## config.mk

```make
export PLATFORM = sky130hd
export DESIGN_NAME = conv_window_sequencer
export DESIGN_NICKNAME = d
export VERILOG_FILES = /design/src/rtl/conv_window_sequencer_pkg.sv /design/src/rtl/conv_window_sequencer_element_mux.sv /design/src/rtl/conv_window_sequencer.sv
export SDC_FILE = /design/constraint.sdc
export NUM_CORES = 1
export LEC_CHECK = 0
export CAP_MARGIN = 20
export CORE_AREA = 2 2 276 278
export DETAILED_ROUTE_END_ITERATION = 10
export DIE_AREA = 0 0 278 280
export HOLD_SLACK_MARGIN = 0.06
export PLACE_DENSITY_LB_ADDON = 0.15
export SLEW_MARGIN = 5
export SYNTH_ARGS = -nofsm -noshare
export SYNTH_HDL_FRONTEND = slang
export SYNTH_SLANG_ARGS = --single-unit
```

## constraint.sdc

```tcl
create_clock -name i_clk -period 4.8 [get_ports i_clk]
set_input_delay 0.96 -clock i_clk [delete_from_list [all_inputs] [get_ports i_clk]]
set_output_delay 0.96 -clock i_clk [all_outputs]
set_load 0.1 [all_outputs]
```

## src/rtl/conv_window_sequencer_pkg.sv

```systemverilog
// Shared definitions for the convolution window sequencer family.
// Latency: n/a (constants and elaboration-time helpers only).
// Backpressure: n/a.
package conv_window_sequencer_pkg;

    // FSM state encoding
    localparam logic [1:0] ST_IDLE  = 2'd0;
    localparam logic [1:0] ST_ISSUE = 2'd1;
    localparam logic [1:0] ST_WAIT  = 2'd2;
    localparam logic [1:0] ST_DONE  = 2'd3;

    // IEEE-754 single-precision constants
    localparam logic [31:0] FP_ZERO = 32'h0000_0000;
    localparam logic [31:0] FP_ONE  = 32'h3F80_0000;

    // Number of elements in a square window of side k
    function automatic int unsigned num_elems(input int unsigned k);
        return k * k;
    endfunction

endpackage

```

## src/rtl/conv_window_sequencer_element_mux.sv

```systemverilog
// Combinational pick of element idx from packed filter/image window registers.
// Latency: 0 cycles (pure combinational).
// Backpressure: none; the caller owns idx and its stepping.
//
// Ports:
//   i_filter / i_image : packed windows, element i at [DATA_WIDTH*i +: DATA_WIDTH]
//   i_idx              : element index, 0..N-1
//   o_a / o_b          : selected filter / image element (zero if idx is out of range)
module conv_element_mux
    import conv_window_sequencer_pkg::*;
#(
    parameter int DATA_WIDTH = 32,
    parameter int N          = 9,
    parameter int IDX_W      = (N > 1) ? $clog2(N) : 1
)(
    input  logic [N*DATA_WIDTH-1:0] i_filter,
    input  logic [N*DATA_WIDTH-1:0] i_image,
    input  logic [IDX_W-1:0]        i_idx,
    output logic [DATA_WIDTH-1:0]   o_a,
    output logic [DATA_WIDTH-1:0]   o_b
);

    always_comb begin
        o_a = '0;
        o_b = '0;
        // Guard keeps non-power-of-two N from selecting past the window
        if (int'(i_idx) < N) begin
            o_a = i_filter[DATA_WIDTH*int'(i_idx) +: DATA_WIDTH];
            o_b = i_image [DATA_WIDTH*int'(i_idx) +: DATA_WIDTH];
        end
    end

endmodule

```

## src/rtl/conv_window_sequencer.sv

```systemverilog
// Steps one KERNEL_SIZE^2 window through the shared FP MAC and returns its result.
// Latency: 1 accept + N issue + MAC latency + 1 register cycle to out_valid (op_ready high).
// Backpressure: op_ready stalls issue with operands held; out_ready holds DONE; win_ready only in IDLE.
//
// Ports:
//   i_clk, i_reset (async, active low)
//   window in : i_win_valid / o_win_ready, i_filter, i_image
//   MAC issue : o_op_valid / i_op_ready, o_op_a, o_op_b, o_op_first, o_op_last
//   MAC result: i_mac_res_valid (pulse), i_mac_res
//   result out: o_out_valid / i_out_ready, o_out_data, o_out_err (timeout), o_busy
module conv_window_sequencer
    import conv_window_sequencer_pkg::*;
#(
    parameter int DATA_WIDTH     = 32,
    parameter int KERNEL_SIZE    = 3,
    parameter int TIMEOUT_CYCLES = 255
)(
    input  logic                                            i_clk,
    input  logic                                            i_reset,
    input  logic                                            i_win_valid,
    output logic                                            o_win_ready,
    input  logic [KERNEL_SIZE*KERNEL_SIZE*DATA_WIDTH-1:0]   i_filter,
    input  logic [KERNEL_SIZE*KERNEL_SIZE*DATA_WIDTH-1:0]   i_image,
    output logic                                            o_op_valid,
    input  logic                                            i_op_ready,
    output logic [DATA_WIDTH-1:0]                           o_op_a,
    output logic [DATA_WIDTH-1:0]                           o_op_b,
    output logic                                            o_op_first,
    output logic                                            o_op_last,
    input  logic                                            i_mac_res_valid,
    input  logic [DATA_WIDTH-1:0]                           i_mac_res,
    output logic                                            o_out_valid,
    input  logic                                            i_out_ready,
    output logic [DATA_WIDTH-1:0]                           o_out_data,
    output logic                                            o_out_err,
    output logic                                            o_busy
);

    localparam int N      = int'(num_elems(KERNEL_SIZE));
    localparam int WIN_W  = N * DATA_WIDTH;
    localparam int IDX_W  = (N > 1) ? $clog2(N) : 1;
    localparam int TMR_W  = $clog2(TIMEOUT_CYCLES + 1);

    localparam logic [IDX_W-1:0] IDX_LAST = IDX_W'(N - 1);
    // Timer counts 0..TIMEOUT_CYCLES-1, giving exactly TIMEOUT_CYCLES WAIT cycles
    localparam logic [TMR_W-1:0] TMR_LAST = TMR_W'(TIMEOUT_CYCLES - 1);

    logic [1:0]            r_state;
    logic [IDX_W-1:0]      r_idx;
    logic [TMR_W-1:0]      r_timer;
    logic [WIN_W-1:0]      r_filter;
    logic [WIN_W-1:0]      r_image;
    logic [DATA_WIDTH-1:0] r_out_data;
    logic                  r_out_err;

    logic [DATA_WIDTH-1:0] w_elem_a;
    logic [DATA_WIDTH-1:0] w_elem_b;
    logic                  w_issue;

    conv_element_mux #(
        .DATA_WIDTH (DATA_WIDTH),
        .N          (N),
        .IDX_W      (IDX_W)
    ) u_elem_mux (
        .i_filter   (r_filter),
        .i_image    (r_image),
        .i_idx      (r_idx),
        .o_a        (w_elem_a),
        .o_b        (w_elem_b)
    );

    always_ff @(posedge i_clk or negedge i_reset) begin
        if (!i_reset) begin
            r_state    <= ST_IDLE;
            r_idx      <= '0;
            r_timer    <= '0;
            r_filter   <= '0;
            r_image    <= '0;
            r_out_data <= '0;
            r_out_err  <= 1'b0;
        end else begin
            case (r_state)
                ST_IDLE: begin
                    if (i_win_valid) begin
                        r_filter <= i_filter;
                        r_image  <= i_image;
                        r_idx    <= '0;
                        r_state  <= ST_ISSUE;
                    end
                end
                ST_ISSUE: begin
                    // Without op_ready nothing moves, so the MAC sees stable operands
                    if (i_op_ready) begin
                        if (r_idx == IDX_LAST) begin
                            r_timer <= '0;
                            r_state <= ST_WAIT;
                        end else begin
                            r_idx <= r_idx + IDX_W'(1);
                        end
                    end
                end
                ST_WAIT: begin
                    // A real result beats the timeout when both land on the same cycle
                    if (i_mac_res_valid) begin
                        r_out_data <= i_mac_res;
                        r_out_err  <= 1'b0;
                        r_state    <= ST_DONE;
                    end else if (r_timer >= TMR_LAST) begin
                        r_out_data <= '0;
                        r_out_err  <= 1'b1;
                        r_state    <= ST_DONE;
                    end else begin
                        r_timer <= r_timer + TMR_W'(1);
                    end
                end
                ST_DONE: begin
                    if (i_out_ready) begin
                        r_state <= ST_IDLE;
                    end
                end
                default: r_state <= ST_IDLE;
            endcase
        end
    end

    assign w_issue     = (r_state == ST_ISSUE);
    assign o_win_ready = (r_state == ST_IDLE);
    assign o_busy      = (r_state != ST_IDLE);
    assign o_op_valid  = w_issue;
    // Operand bus reads zero outside ISSUE so idle/wait cycles show no stale element
    assign o_op_a      = w_issue ? w_elem_a : '0;
    assign o_op_b      = w_issue ? w_elem_b : '0;
    assign o_op_first  = w_issue && (r_idx == '0);
    assign o_op_last   = w_issue && (r_idx == IDX_LAST);
    assign o_out_valid = (r_state == ST_DONE);
    assign o_out_data  = r_out_data;
    assign o_out_err   = r_out_err;

endmodule

```

Yosys cells after proc, flatten, opt, wreduce, memory -nomap -nowiden
Cells that the tools add are included.

$add $sub $neg: 2. $lt $le $gt $ge: 2. Equality and inequality tests: 12. Shifts and indexed selects: 2. Muxes and demuxes: 24. Reductions and logical operators: 13.

Operator list (number): $shiftx A288 B10 Y32 (2); $mux W32 (6); $mux W8 (4); $pmux W8 S2 (1); $mux W2 (6); $mux W4 (3); $ne A2 B2 Y1 const B (5); $reduce_and A5 Y1 (2); $add A8 B1 Y8 const B (1); $ge A8 B8 Y1 const B (1); $pmux W2 S4 (1); $pmux W4 S2 (1); $reduce_bool A2 Y1 (4); $add A4 B1 Y4 const B (1); $eq A2 B2 Y1 const B (2); $eq A4 B4 Y1 const B (1); $logic_not A4 Y1 (1); $lt A4 B4 Y1 const B (1); $ne A2 B1 Y1 const B (2); $reduce_and A2 Y1 (2); $reduce_and A4 Y1 (1); $ne A3 B3 Y1 const B (1); $eq A2 B1 Y1 const B (1); $logic_and A1 B1 Y1 (2); 2 further kinds (3).

Register bits: 623. Input bits: 614. Output and inout bits: 103. Word-level logic and storage cells: 62.

Depth between registers and ports, before layout
Gate-level depths: netlist (run 1).

Depth in word-level cells: 4. Depth in mapped cells: 10. Gate-level depth less buffers: 6.

Modules after synthesis
Synthesis (run 1) repeated with hierarchy kept, for this count alone.

Cells, all modules: 2010. Area total of the unflattened synthesis: 28732.6 um2.

Modules (own cells, without submodules): conv_window_sequencer (times used 1, cells an instance 1470, area each 23816.6 um2, sequential area each 15590.0 um2); conv_element_mux (times used 1, cells an instance 540, area each 4916.0 um2, sequential area each 0.0 um2).

Least setup slack after synthesis (run 1)
OpenSTA, ideal clock, no wires.

Path type: reg-to-output. Start point: register r_state[1]. End point: output port o_op_first. Arrival time: 4.836 ns. Required time: 3.840 ns. Slack: -0.996 ns. Cell stages (with the launch flop): 6. Buffers on the path: 1. Path through: dfrtp_1 > inv_1 > ha_1 > buf_2 > inv_2 > nor4b_1.

Longest elaborated chain between the ends: 2.

RTL lines: start: declaration (RTL line conv_window_sequencer.sv:48) `logic [1:0] r_state;`; start signal: assignment (RTL line conv_window_sequencer.sv:74) `r_state <= ST_IDLE;`; start signal: assignment (RTL line conv_window_sequencer.sv:88) `r_state <= ST_ISSUE;`; start signal: assignment (RTL line conv_window_sequencer.sv:96) `r_state <= ST_WAIT;`; $eq A2 B1 Y1 (RTL line conv_window_sequencer.sv:126) `assign w_issue = (r_state == ST_ISSUE);`; net o_op_valid (RTL line conv_window_sequencer.sv:24) `output logic o_op_valid,`; $logic_and A1 B1 Y1 (RTL line conv_window_sequencer.sv:133) `assign o_op_first = w_issue && (r_idx == '0);`; end: declaration (RTL line conv_window_sequencer.sv:28) `output logic o_op_first,`.

The timed path passes the listed nets, and every way through them passes these cells.

Worst setup path after layout (run 1)
Start point: register r_idx[1]. End point: output port o_op_a[3].

Longest elaborated chain between the ends: 3. Elaborated cells on any way between the ends: 4. Classes of those cells: order compare: 1; shift: 1; mux: 2.

RTL lines: start: declaration (RTL line conv_window_sequencer.sv:49) `logic [IDX_W-1:0] r_idx;`; start signal: assignment (RTL line conv_window_sequencer.sv:98) `r_idx <= r_idx + IDX_W'(1);`; $shiftx A288 B10 Y32 or $lt A4 B4 Y1 (tied branches) (RTL line conv_window_sequencer_element_mux.sv:28, conv_window_sequencer_element_mux.sv:27); $mux W32 * (RTL line conv_window_sequencer_element_mux.sv:27) `if (int'(i_idx) < N) begin`; $mux W32 * (RTL line conv_window_sequencer.sv:131) `assign o_op_a = w_issue ? w_elem_a : '0;`; end: declaration (RTL line conv_window_sequencer.sv:26) `output logic [DATA_WIDTH-1:0] o_op_a,`.

Mark *: on every way between the ends. The rest lies on a longest branch, timed or not.

==> results.yml, run 1 <==
outcome:
  status: "complete, no violations"
setup_path:
  crit_type: "flip-flop to primary output"
  r2r_cells: 5
  cp-end-kind: "primary output"
  arrival_ps: 3240
  required_ps: 3840
  cp-start-kind: "flip-flop"
  r2r_slack_ps: 2220
  reg2reg_to: "r_filter[149]"
  crit_fanout: 35
  crit-reg2reg-launch: "r_state[0]"
timing:
  maxSlewHeadroom_pct: 30.4
  setup_violations: 0
  hold_viol: 0
  tightestPinTransition_ps: 1040
  drv_slew: 0
  finClkSkew_ps: 22.0
  finalSetupTns_ps: 0
  fin_crit_ps: 4200
  max_freq_mhz: 238
  rsz0062_at_grt: "false"
  fin_crit_sh_pct: 87.5
finish:
  final_util_pct: 50.7
  nNetsFinal: 3113
  synthToLayoutAreaGrowth_pct: 37.9
  drive_above_1_share_pct: 37.0
clock_network:
  cts_sinks: 623
  clock_path_buffers: 3
  path_clk_slew_ps: 60
  ctsHoldBuffers: 0
  clk_latency_ps: 600
  htree_levels: 3
  root_buffer: "clkbuf_16"
  cts_resized: 0
  numCtsBuffers: 71
  post_cts_buffers: 0
  cts_tree: "done"
logic_synthesis:
  synth_area_sq_um: 27600
  ys_seq_elements: 623
  postSynthCellCount: 1771
  syn-num-nets: 2394
  async_reset_ff_share_pct: 100
  yosysSeqAreaShare_pct: 56.4
  synth_common_cells: "623 x dfrtp_1, 576 x mux2_2, 136 x nand2_1"
  synth_largest_area_cell: "dfrtp_1"
  ys_types: 52
  ys_warn_count: 0
  synth_ff_type: "dfrtp_1"
  synth_top_area_share_pct: 56.4
  synth_most_common_cell: "dfrtp_1"
  avgSynthCellArea_sq_um: 15.6
  synth_edf_count: 0
  ys_top_cells_by_area: "dfrtp_1 56%, mux2_2 23%, mux4_2 10%"
pwr:
  power_density_nw_per_um2: 705
  ir_worst_vdd_v: 0.000465
  p_leak_nw: 15.9
grt:
  grt_overflow: 0
  grt_pass1_wl_um: 129000
  antenna_found_initial: 30
  grtUsageTotal_pct: 22.1
  grt_pass1_vias: 20100
  grt_max_degree: 106
route:
  drc: 0
  via_per_inst: 5.14
  drtIter0Drc: 799
  vias: 18100
  wl_per_cell_um: 24.4
  drtPass1Iterations: 4
  final_antenna_net_count: 0
  wl_um: 86200
worst_hold_path:
  worstHoldPathType: "primary input to asynchronous set/reset pin"
floorplanning:
  start_util_pct: 36.7
  core-area_sq_um: 75200
  die_h_um: 280
  rows: 101
  dieArea_sq_um: 77800
  io_pins: 717
  dieWidth_um: 278
place:
  portBuffers: 716
  gp_congestion: 0.827
  place_hpwl_um: 62600
run:
  maxCapViolations: 0
==> cells by family (layout without fill, tap and decap cells) <==
| kind of cell | count (synthesis) | after routing | share of synthesized area, % |
|---|---|---|---|
| multiplexers | 707 | 707 | 34.0 |
| AO/OA/AOI/OAI | 131 | 131 | 3.75 |
| other | 0 | 12 | 0 |
| adder cells (fa/ha/maj) | 9 | 9 | 0.408 |
| flip-flops | 623 | 623 | 56.4 |
| AND/OR/NAND/NOR | 169 | 169 | 2.74 |
| buffers and inverters | 132 | 901 | 2.64 |
==> through the flow <==
stage	std cells	setup WS, ps	cell area (sq um)	total power, mW	hold slack (ps)
floorplan	1771	401	27600	18.3	474
global placement	3393	1100	35700	21.3	482
detailed placement	3393	1120	35700	21.6	482
CTS	3516	467	38000	27.1	406
global route	3526	346	38100	28.2	439
finish	3530	602	38100	26.8	390
==> routing by layer <==
metal,vias to the layer above,track usage (%),routed length (um)
met3,150,6.53,6170
met2,536,38.2,44300
met1,9384,26.4,33300
li1,8027,-,-
met4,32,6.94,2240
met5,-,0,212
==> cell type report <==
type	count	area, sq um
multi-input cells	1016	11300
clock inverters	17	206
repair buffers	768	7590
inverters	10	37.5
flip-flops and latches	623	15600
well taps	978	1220
fillers	6457	37100
clock buffers	106	2090
diodes	12	30.0
==> registers in the layout, indices dropped and copies added, names as in the netlist <==
register / cells
r_filter: 288
r_image: 288
r_idx: 4
r_timer: 8
r_state: 2
o_out_err: 1
o_out_data: 32
==> critical path, stage by stage, from the launching register on <==
cell and delay [ps]:
dfrtp_4 920, buf_4 490, mux4_2 550, a22oi_1 320
nand2_1 100, buf_4 240
==> worst max-delay path by stage <==
stage | slack [ps] | cells after the start | from | endpoint
after floorplan | 400 | 5 | r_state[1] | o_op_first
after global placement | 1100 | 5 | r_idx[1] | o_op_a[3]
after detailed placement | 1120 | 5 | r_idx[1] | o_op_a[3]
after CTS | 470 | 5 | r_idx[1] | o_op_a[3]
after global routing | 350 | 5 | r_idx[1] | o_op_a[3]
final | 600 | 5 | r_idx[1] | o_op_a[3]
==> placed cells by master, fill, tap and decap left out, types with 3 or more instances in the layout <==
cell type	count
a22o_1	33
nand2_1	135
o31ai_1	3
clkinv_2	9
diode_2	12
dfrtp_1	621
mux2_2	576
clkbuf_8	12
clkbuf_1	20
buf_12	14
ha_1	9
nor3_4	3
o21ai_0	3
nor2b_1	4
buf_4	102
inv_1	8
clkbuf_16	74
nand4b_1	3
bufinv_16	4
mux4_2	128
buf_8	3
clkdlybuf4s50_1	649
a21oi_1	3
a22oi_1	66
nor2_1	5
==> report_power, final <==
group	internal, mW	switching (mW)	total [mW]
clock network	3.22	2.17	5.40
registers	7.94	1.52	9.46
logic	5.40	6.59	12.0
total	16.6	10.3	26.8
(Power assumes the default switching activity.)
==> inputs of run 2 (changes only) <==
- CORE_AREA: 2 2 276 278 -> 2 2 281 283
- DIE_AREA: 0 0 278 280 -> 0 0 283 285
- DONT_BUFFER_PORTS: not set -> 1
==> run 2 against run 1 <==
The flow now finishes with violations (slew limit). Final cell count shrank 16%. Design area shrank 15%. Combinational power decreased by 9%. Global-route usage is 2.6 points lower. Fmax decreased by 0.14%. Die area up 3.6%. Power hardly changed. Largest power group unchanged. Count of clock-buffer cells in the layout grew 5. Clock skew up 12 ps. Sequential power up 11%. Largest cell class unchanged.
==> results.yml, run 2 (same netlist as run 1, synthesis figures left out) <==
outcome:
  status: "complete, but fails checks"
  violations: "slew limit"
timing:
  fin_crit_sh_pct: 87.6
  drv_slew: 377
  maxSlewHeadroom_pct: -47.9
  setup_violations: 0
  tightestPinTransition_ps: 2220
  finalSetupTns_ps: 0
  max_freq_mhz: 238
  hold_viol: 0
  finClkSkew_ps: 34.2
  finalWorstSetupSlack_ps: 596
  rsz0062_at_grt: "false"
  fin_crit_ps: 4200
setup_path:
  critPathBufInv: 3
  r2r_slack_ps: 1980
  cp-end-kind: "primary output"
  crit_fanout: 43
  r2r_cells: 7
  crit_type: "flip-flop to primary output"
  worst_path_max_delay_cell: "dfrtp_4"
  required_ps: 3840
  cpPeakStageDelay_ps: 710
  reg2reg_to: "r_idx[3]"
  cp_top_family: "buffers and inverters"
  worstPathCellList: "buf_12, buf_4, mux4_2, a22oi_1, nand2_1, buf_12"
  arrival_ps: 3240
  cp_common_cell: "buf_12"
  cp-start-kind: "flip-flop"
  crit-reg2reg-launch: "r_state[1]"
grt:
  grt_pass1_wl_um: 117000
  antenna_found_initial: 69
  grtUsageTotal_pct: 19.5
  grt_pass1_vias: 16800
  grt_max_degree: 624
  grt_overflow: 0
floorplanning:
  dieArea_sq_um: 80700
  start_util_pct: 35.4
  core-area_sq_um: 78000
  die_h_um: 285
  rows: 103
  io_pins: 717
  dieWidth_um: 283
worst_hold_path:
  worstHoldPathType: "primary input to asynchronous set/reset pin"
place:
  dp_slack_ps: 1110
  gp_congestion: 0.853
  post_dp_cell_area_sq_um: 29800
  place_hpwl_um: 57000
  place_inst: 2796
  portBuffers: 0
pwr:
  seqPwrFrac_pct: 39.0
  clkPwrFrac_pct: 20.5
  switching_share_pct: 38.3
  power_density_nw_per_um2: 830
  comb_power_share_pct: 40.6
  power_mw: 26.8
  ir_worst_vdd_v: 0.000479
  p_switching_mw: 10.3
  intPower_mw: 16.6
  p_leak_nw: 13.5
route:
  final_antenna_net_count: 0
  drc: 0
  wl_per_cell_um: 27.0
  wl_um: 79900
  drtIter0Drc: 909
  vias: 15600
  drtPass1Iterations: 5
  via_per_inst: 5.28
run:
  maxCapViolations: 0
clock_network:
  root_buffer: "clkbuf_16"
  numCtsBuffers: 73
  htree_levels: 3
  cts_tree: "done"
  path_clk_slew_ps: 60
  cts_sinks: 623
  clk_latency_ps: 610
  cts_resized: 0
  clock_path_buffers: 3
  post_cts_buffers: 0
finish:
  drive_above_1_share_pct: 49.4
  synthToLayoutAreaGrowth_pct: 17.0
  instances_no_fill: 2961
  nNetsFinal: 2448
  final_cell_mix: "621 x dfrtp_1, 576 x mux2_2, 135 x nand2_1, 128 x mux4_2, 74 x clkbuf_16"
  design_area_sq_um: 32300
  layout_commonest_cell: "dfrtp_1"
## run 2: how the worst max path moves through the flow
stage,slack (ps),depth (start not counted),startpoint,to
floorplan,400,5,r_state[1],o_op_first
finish,600,6,r_idx[1],o_op_a[13]
CTS,460,6,r_idx[1],o_op_a[13]
detailed placement,1110,6,r_idx[1],o_op_a[13]
global placement,1130,6,r_idx[1],o_op_b[21]
global route,300,6,r_idx[1],o_op_a[13]
## run 2: power groups by stage
stage / Combinational, mW / Clock (mW) / Sequential, mW
5_1_grt: 11.5 / 5.89 / 10.7
3_5_place_dp: 11.0 / 0 / 10.5
6_report: 10.9 / 5.49 / 10.5
2_1_floorplan: 8.55 / 0 / 9.73
3_3_place_gp: 10.8 / 0 / 10.4
4_1_cts: 11.0 / 5.67 / 10.4
## run 2: layout make-up
type / count / area (sq um)
Antenna cell: 34 / 85.1
Clock buffer: 111 / 2180
Clock inverter: 16 / 226
Fill cell: 7097 / 45700
Inverter: 10 / 37.5
Multi-Input combinational cell: 1016 / 11300
Sequential cell: 623 / 15600
Tap cell: 1050 / 1310
Timing Repair Buffer: 101 / 1540
## run 2: metrics by stage
stage / utilization (%) / hold slack [ps]
2_1_floorplan: - / 474
3_3_place_gp: 38.2 / 481
3_5_place_dp: 38.2 / 487
4_1_cts: 41.3 / 20.2
5_1_grt: 41.4 / 67.8
6_report: 41.4 / 125
## run 2: per-layer routing
metal,vias up,part of all wire (%),GRT usage (%)
met1,8167,38,22.7
met4,56,2.6,7.63
met3,170,7.5,7.10
met2,518,51,32.8
met5,-,0.45,0
li1,6736,-,-
==> inputs of run 3 (changes only) <==
- MAX_ROUTING_LAYER: not set -> met4
==> run 3 against run 2 <==
Largest cell class unchanged. The run still ends with slew limit left. Highest routed layer is now met4. Clock skew increased by 1.1 ps. Hold slack got worse by 18 ps. Count of clock-buffer cells in the layout unchanged.
==> results.yml, run 3 (same netlist as run 1, synthesis figures left out) <==
setup_path:
  r2r_cells: 7
  crit-reg2reg-launch: "r_state[1]"
  cpPeakStageDelay_ps: 720
  cp_top_family: "buffers and inverters"
  cp_common_cell: "buf_12"
  r2r_slack_ps: 1990
  worstPathCellList: "buf_12, buf_4, mux4_2, a22oi_1, nand2_1, buf_12"
  critPathBufInv: 3
  required_ps: 3840
  worst_path_max_delay_cell: "dfrtp_4"
  path_depth: 6
  reg2reg_to: "r_idx[3]"
  cp-end-kind: "primary output"
  crit_fanout: 43
  crit_type: "flip-flop to primary output"
  cp-start-kind: "flip-flop"
  arrival_ps: 3300
clock_network:
  htree_levels: 3
  cts_sinks: 623
  path_clk_slew_ps: 60
  cts_tree: "done"
  root_buffer: "clkbuf_16"
  cts_resized: 0
  post_cts_buffers: 0
  clk_latency_ps: 610
  clock_path_buffers: 3
  numCtsBuffers: 73
timing:
  maxSlewHeadroom_pct: -54.7
  fin_crit_ps: 4260
  drv_slew: 492
  max_freq_mhz: 235
  whs_ps: 108
  hold_viol: 0
  finalSetupTns_ps: 0
  finClkSkew_ps: 35.3
  setup_violations: 0
  tightestPinTransition_ps: 2320
  rsz0062_at_grt: "false"
  fin_crit_sh_pct: 88.7
grt:
  antenna_found_initial: 66
  grt_pass1_vias: 16800
  grtUsageTotal_pct: 20.1
  grt_pass1_wl_um: 117000
  grt_max_degree: 624
  grt_overflow: 0
pwr:
  power_density_nw_per_um2: 829
  ir_worst_vdd_v: 0.000476
  p_leak_nw: 13.5
  power_mw: 26.8
floorplanning:
  core-area_sq_um: 78000
  start_util_pct: 35.4
  io_pins: 717
  rows: 103
  dieWidth_um: 283
  die_h_um: 285
  dieArea_sq_um: 80700
finish:
  synthToLayoutAreaGrowth_pct: 17.2
  final_cell_mix: "621 x dfrtp_1, 576 x mux2_2, 135 x nand2_1, 128 x mux4_2, 74 x clkbuf_16"
  nNetsFinal: 2449
  drive_above_1_share_pct: 49.4
  num-fill-cells: 7084
  final_util_pct: 41.5
  layout_commonest_cell: "dfrtp_1"
place:
  portBuffers: 0
  gp_congestion: 0.867
  place_hpwl_um: 57000
route:
  drc: 0
  vias: 15500
  drtPass1Iterations: 5
  drtIter0Drc: 928
  via_per_inst: 5.20
  wl_um: 79900
  final_antenna_net_count: 0
  wl_per_cell_um: 26.7
outcome:
  status: "complete, but fails checks"
  violations: "slew limit"
run:
  maxCapViolations: 0
worst_hold_path:
  worstHoldPathType: "primary input to asynchronous set/reset pin"
==> run 3: cell types whose count changed in the layout (fill, tap and decap cells not counted) <==
cell / before / now
diode_2: 34 / 61
dlygate4sd3_1: 2 / 3
==> run 3: per-layer routing <==
layer	track usage (%)	part of all wire (%)	vias up	wire length [um]
li1	-	-	6765	-
met1	22.8	38	8127	30600
met2	32.9	52	545	41400
met3	6.95	7.6	107	6100
met4	7.50	2.2	0	1740
met5	-	0	-	0
==> run 3: how the worst max path moves through the flow <==
stage | start | endpoint | slack [ps]
after global routing | r_idx[1] | o_op_a[13] | 300
after CTS | r_idx[1] | o_op_a[13] | 460
after detailed placement | r_idx[1] | o_op_a[13] | 1110
after floorplan | r_state[1] | o_op_first | 400
after global placement | r_idx[1] | o_op_b[21] | 1130
final | r_idx[1] | o_op_a[13] | 540
==> run 3: stage by stage <==
stage | instances | area, sq um | worst slack (ps)
after detailed placement | 2796 | 29800 | 1110
after global routing | 2987 | 32400 | 302
after global placement | 2796 | 29800 | 1130
after CTS | 2923 | 32200 | 457
final | 2989 | 32400 | 542
after floorplan | 1771 | 27600 | 401
==> run 3: cell type report <==
class,instances,area [sq um],area share (%)
Inverter,10,37.5,0.116
Multi-Input combinational cell,1016,11300,35.0
Clock buffer,111,2180,6.73
Tap cell,1050,1310,4.06
Clock inverter,16,226,0.699
Antenna cell,61,153,0.471
Timing Repair Buffer,102,1550,4.78
Sequential cell,623,15600,48.2
==> run 3: where the power goes <==
part           leakage, nW  switching, mW  internal [mW]  total, mW
combinational         4.90           5.51           5.37       10.9
sequential            7.42           2.54           7.92       10.5
clock                 1.17           2.24           3.26       5.50
